## src/rtl/alu24_divider.sv

```systemverilog
// rtl/alu24_divider.sv - multi-cycle restoring 24-bit signed/unsigned divider
module alu24_divider #(
    parameter int WIDTH = 24
) (
    input  logic             clk,
    input  logic             rst,
    input  logic             start,
    input  logic             is_signed,
    input  logic [WIDTH-1:0] dividend,
    input  logic [WIDTH-1:0] divisor,
    output logic             busy,
    output logic             done,
    output logic [WIDTH-1:0] quotient,
    output logic [WIDTH-1:0] remainder,
    output logic             div_zero,
    output logic             overflow,
    output logic             zero
);

    localparam int CW = $clog2(WIDTH);

    typedef enum logic [1:0] {
        IDLE,
        RUN,
        FINISH
    } state_t;

    state_t           state_q, state_d;
    logic [CW-1:0]    cnt_q, cnt_d;
    logic [WIDTH-1:0] rem_q, rem_d;
    logic [WIDTH-1:0] quo_q, quo_d;
    logic [WIDTH-1:0] dvsr_q, dvsr_d;
    logic             neg_quo_q, neg_quo_d;
    logic             neg_rem_q, neg_rem_d;
    logic             dz_q, dz_d;
    logic             ovf_q, ovf_d;

    logic             busy_q, busy_d;
    logic             done_q, done_d;
    logic [WIDTH-1:0] quotient_q, quotient_d;
    logic [WIDTH-1:0] remainder_q, remainder_d;
    logic             div_zero_q, div_zero_d;
    logic             overflow_q, overflow_d;
    logic             zero_q, zero_d;

    logic [WIDTH-1:0] dvnd_mag;
    logic [WIDTH-1:0] dvsr_mag;
    logic [WIDTH:0]   trial;
    logic [WIDTH-1:0] q_fix;
    logic [WIDTH-1:0] r_fix;

    always_comb begin
        state_d     = state_q;
        cnt_d       = cnt_q;
        rem_d       = rem_q;
        quo_d       = quo_q;
        dvsr_d      = dvsr_q;
        neg_quo_d   = neg_quo_q;
        neg_rem_d   = neg_rem_q;
        dz_d        = dz_q;
        ovf_d       = ovf_q;
        busy_d      = busy_q;
        done_d      = 1'b0;
        quotient_d  = quotient_q;
        remainder_d = remainder_q;
        div_zero_d  = div_zero_q;
        overflow_d  = overflow_q;
        zero_d      = zero_q;

        dvnd_mag = (is_signed && dividend[WIDTH-1]) ? -dividend : dividend;
        dvsr_mag = (is_signed && divisor[WIDTH-1])  ? -divisor  : divisor;
        // Partial remainder stays below 2*divisor, so bit WIDTH is a reliable sign.
        trial    = {rem_q, quo_q[WIDTH-1]} - {1'b0, dvsr_q};
        q_fix    = neg_quo_q ? -quo_q : quo_q;
        r_fix    = neg_rem_q ? -rem_q : rem_q;

        case (state_q)
            IDLE: begin
                if (start) begin
                    rem_d     = '0;
                    cnt_d     = '0;
                    dvsr_d    = dvsr_mag;
                    neg_quo_d = is_signed && (dividend[WIDTH-1] ^ divisor[WIDTH-1]);
                    neg_rem_d = is_signed && dividend[WIDTH-1];
                    ovf_d     = is_signed && (dividend == {1'b1, {(WIDTH-1){1'b0}}})
                                && (divisor == {WIDTH{1'b1}});
                    dz_d      = (divisor == '0);
                    busy_d    = 1'b1;
                    if (divisor == '0) begin
                        // Raw dividend is parked in the quotient register for the remainder.
                        quo_d   = dividend;
                        state_d = FINISH;
                    end else begin
                        quo_d   = dvnd_mag;
                        state_d = RUN;
                    end
                end
            end
            RUN: begin
                quo_d = {quo_q[WIDTH-2:0], ~trial[WIDTH]};
                rem_d = trial[WIDTH] ? {rem_q[WIDTH-2:0], quo_q[WIDTH-1]} : trial[WIDTH-1:0];
                cnt_d = cnt_q + 1'b1;
                if (cnt_q == CW'(WIDTH - 1)) begin
                    state_d = FINISH;
                end
            end
            FINISH: begin
                done_d     = 1'b1;
                busy_d     = 1'b0;
                cnt_d      = '0;
                state_d    = IDLE;
                div_zero_d = dz_q;
                overflow_d = ovf_q;
                if (dz_q) begin
                    quotient_d  = '1;
                    remainder_d = quo_q;
                    zero_d      = 1'b0;
                end else begin
                    quotient_d  = q_fix;
                    remainder_d = r_fix;
                    zero_d      = (q_fix == '0);
                end
            end
            default: begin
                state_d = IDLE;
                busy_d  = 1'b0;
            end
        endcase
    end

    always_ff @(posedge clk or posedge rst) begin
        if (rst) begin
            state_q     <= IDLE;
            cnt_q       <= '0;
            rem_q       <= '0;
            quo_q       <= '0;
            dvsr_q      <= '0;
            neg_quo_q   <= 1'b0;
            neg_rem_q   <= 1'b0;
            dz_q        <= 1'b0;
            ovf_q       <= 1'b0;
            busy_q      <= 1'b0;
            done_q      <= 1'b0;
            quotient_q  <= '0;
            remainder_q <= '0;
            div_zero_q  <= 1'b0;
            overflow_q  <= 1'b0;
            zero_q      <= 1'b0;
        end else begin
            state_q     <= state_d;
            cnt_q       <= cnt_d;
            rem_q       <= rem_d;
            quo_q       <= quo_d;
            dvsr_q      <= dvsr_d;
            neg_quo_q   <= neg_quo_d;
            neg_rem_q   <= neg_rem_d;
            dz_q        <= dz_d;
            ovf_q       <= ovf_d;
            busy_q      <= busy_d;
            done_q      <= done_d;
            quotient_q  <= quotient_d;
            remainder_q <= remainder_d;
            div_zero_q  <= div_zero_d;
            overflow_q  <= overflow_d;
            zero_q      <= zero_d;
        end
    end

    assign busy      = busy_q;
    assign done      = done_q;
    assign quotient  = quotient_q;
    assign remainder = remainder_q;
    assign div_zero  = div_zero_q;
    assign overflow  = overflow_q;
    assign zero      = zero_q;

endmodule

```

## config.mk

```make
export PLATFORM = sky130hd
export DESIGN_NAME = alu24_divider
export DESIGN_NICKNAME = d
export VERILOG_FILES = /design/src/rtl/alu24_divider.sv
export SDC_FILE = /design/constraint.sdc
export NUM_CORES = 1
export LEC_CHECK = 0
export ABC_AREA = 0
export BUFFER_PORTS_ARGS = -buffer_cell sky130_fd_sc_hd__buf_2
export CORE_MARGIN = 4
export CORE_UTILIZATION = 55
export DETAILED_ROUTE_END_ITERATION = 10
export PLACE_DENSITY = 0.81
export SKIP_CTS_REPAIR_TIMING = 1
export SLEW_MARGIN = 20
export SYNTH_ARGS = -nofsm -noshare
export SYNTH_HDL_FRONTEND = slang
export SYNTH_SLANG_ARGS = --single-unit
```

## constraint.sdc

```tcl
create_clock -name clk -period 8.8 [get_ports clk]
set_input_delay 0.44 -clock clk [delete_from_list [all_inputs] [get_ports clk]]
set_output_delay 0.44 -clock clk [all_outputs]
set_load 0.05 [all_outputs]
```

==> reports/qor.txt <==
run status: completed
Synth area leaders: dfrtp_1 (34%), xor2_1 (6.0%), o21ai_0 (5.8%), nand2_1 (5.1%), a21oi_1 (4.2%)
crit path max fanout: 47
initial drt markers: 1156
antenna viol nets, final: 0
syn_nets: 1310
EDFF count, synth: 0
CTS Buf Count: 17
headroom to the max-slew limit: 33.0%
CORE AREA: 17500 sq um
CTS H-tree depth: 4
TritonCTS clock tree: done
largest net degree at the start of global routing: 80
number of synthesized register bits: 136
Layout Utilization: 63.1%
HPWL after detailed placement: 19.9 mm
skew final: 0.0107 ns
max cap viols: 0
Overflow after GRT: 0
Post-synth ARST share: 100%
RSZ-0062 raised after global routing: no
antenna violations before repair: 0
Peak supply drop: 0.293 mV
die span in y: 142 um
Slew @ Worst Pin: 1.01 ns
Synth Cell Area: 9940 sq um
area grow syn2layout: 11.0%
largest area contributor in the netlist: dfrtp_1
leakage power total: 4.88 nW
first-pass GRT wire length: 44.7 mm
io pins: 105
clock buffer depth: 2
Tcrit/Tclk final: 44.6%
# DRC: 0
Hold Vio Cnt, Final: 0
Distinct cells, synth: 70
Routed Wire Length: 27.9 mm
Fillers: 1503
share of cells above drive strength 1: 13.2%
syn_area_per_cell: 8.10 sq um
Arrival @ worst endpoint: 4.23 ns
Non-Filler Instances: 1504
worst hold-check path type: input pin to asynchronous set/reset pin
fmax: 0.255 GHz
placer congestion estimate: 0.903
GRT Resource Usage Total: 27.3%
Req. time, crit path: 9.11 ns
Slew Viols, Final: 0
Die X: 142 um
vias per inst: 6.31
port bufs: 104
clock latency on the worst-skew pair: 0.43 ns
post-synthesis sequential area ratio: 34.3%
Critical Path Start: quo_q[23]$_DFFE_PP0P_
fin nets: 1349
Cell Chain, Critical Path: inv_1 -> ha_1 -> inv_1 -> fa_1 -> a21oi_1 -> o2111ai_1 -> o2111ai_1 -> nand2_1 -> a41oi_1 -> a21o_1 -> buf_4 -> nor3_1 -> a2111o_1
TNS Setup: 0 ns
Syn Inst Count: 1227
CP endpoint kind: register
Final setup viols: 0
initial core utilization: 56.9%
slowest CP cell: buf_4
Reg2Reg Launch Point: quo_q[23]$_DFFE_PP0P_
Setup CP Type: register to register
Main synth FF type: dfrtp_1
TritonRoute pass-1 iters: 5
vias in the first global route: 8749
clk sinks: 136
die area: 20300 sq um
Antenna Cells: 0
Avg WL per Cell: 18.6 um
Critical Path Max Stage Delay: 0.48 ns
P per Cell Area: 445 nW/um^2
YS warnings: 0
Tmin final: 3.92 ns
placed instance count: 1472
row count: 48
Yosys top cell area share: 34.3%
clk slew on worst S/H paths: 0.06 ns
Via Count: 9493
Startpoint Class: register
Root Buffer: clkbuf_16
## where the power goes
group          internal, mW  total [mW]  switching (mW)
logic                 0.990        2.87            1.88
registers             0.896        1.30           0.399
clock network         0.433       0.735           0.302
total                  2.32        4.90            2.58
## sequential cells by signal, summed over array words and instances (netlist names)
name       count
state_q        2
ovf_q          1
div_zero       1
neg_rem_q      1
done           1
quotient      24
dvsr_q        24
remainder     24
rem_q         24
overflow       1
neg_quo_q      1
dz_q           1
quo_q         24
cnt_q          5
zero           1
busy           1
## layer usage
layer	global-route usage (%)	routed length, um	vias to the layer above
li1	-	-	4476
met1	38.6	12000	4497
met2	42.9	12700	460
met3	5.01	2490	60
met4	8.25	659	0
met5	0	0	-
## layout by cell type (no fill, tap or decap), types with 4 or more instances in the layout
cell type  Yosys  routed
a22oi_1       16      16
nand4_1       37      37
clkbuf_16      0      17
o31ai_1       20      20
nor3b_1       11      11
o22ai_1        4       4
dfrtp_1      136     136
o41ai_1       10      10
or2_2          8       8
nand3_1       48      48
nor4_1         6       6
o2111ai_1      4       4
nor3_1        26      26
mux2i_1       21      21
buf_2          6     104
o211ai_1       4       4
nand2b_1       9       9
ha_1          30      30
nand3b_1      15      15
a21oi_1       84      84
inv_1         43      42
or3_1         10      10
nand4b_1      12      12
a2111o_1       7       7
or4_1         14      14
mux2_2         5       5
inv_6          0       4
o21ai_0      115     115
and2_1         7       7
a221oi_1       5       5
xor2_1        68      68
nor2_1       106     106
xnor2_1       39      39
buf_4          6       9
nor2b_1       13      12
a21o_1        13      13
nand2_1      134     134
a31oi_1        5       5
a211oi_1       4       4
## worst max-delay path, delay by kind of cell, from the launching register on
family	cells	cell delay, ns
fa+ha+maj	2	0.58
compound gates	6	1.81
flops	1	0.41
simple gates	2	0.31
buf+inv	3	0.68
## metrics by stage
stage | worst slack [ns] | instance area (sq um) | power [mW] | hold slack (ns)
CTS | 4.93 | 11000 | 4.85 | 0.0877
floorplan | 4.72 | 9940 | 3.42 | 0.439
global placement | 5.08 | 10400 | 4.01 | 0.459
detailed placement | 4.97 | 10400 | 4.09 | 0.466
global route | 4.51 | 11000 | 5.23 | 0.108
finish | 4.88 | 11000 | 4.90 | 0.0587
## synthesized netlist by cell type, drive strengths merged, types with 21 or more instances
| cell | count |
|---|---|
| xnor2 | 39 |
| a21oi | 84 |
| ha | 30 |
| nor2 | 106 |
| xor2 | 68 |
| o21ai | 115 |
| nand4 | 37 |
| nor3 | 26 |
| dfrtp | 136 |
| nand3 | 48 |
| inv | 43 |
| nand2 | 134 |
| clkbuf | 75 |
| mux2i | 21 |
## cell type report
type | instances | area (sq um) | share of cell area (%)
clock buffers | 19 | 443 | 4.02
clock inverters | 13 | 158 | 1.43
inverters | 43 | 166 | 1.51
multi-input cells | 953 | 5950 | 54.0
repair buffers | 115 | 619 | 5.62
flip-flops and latches | 136 | 3400 | 30.9
well taps | 225 | 282 | 2.55
## final timing paths
path                                             to  slack, ns  depth (start not counted)
min                           rem_q[17]$_DFFE_PP0P_       0.06                          2
max reg2reg                   rem_q[14]$_DFFE_PP0P_       4.88                         13
max                           rem_q[14]$_DFFE_PP0P_       4.88                         13
max in group asynchronous     dvsr_q[9]$_DFFE_PP0P_       7.62                          3
min reg2reg                remainder[5]$_DFFE_PP0P_       0.48                          2
min in group clk                  ovf_q$_DFFE_PP0P_       0.27                          2
## logic make-up (layout without fill, tap and decap cells)
family                   after synthesis  count (layout)  synth area share [%]
flip-flops                           136             136                  34.3
AND/OR/NAND/NOR                      467             467                  23.5
buffers and inverters                138             190                  5.89
XOR/XNOR                             107             107                  9.43
multiplexers                          27              27                  2.80
AO/OA/AOI/OAI                        321             321                  20.1
adder cells (fa/ha/maj)               31              31                  3.98
(Power assumes the default switching activity.)
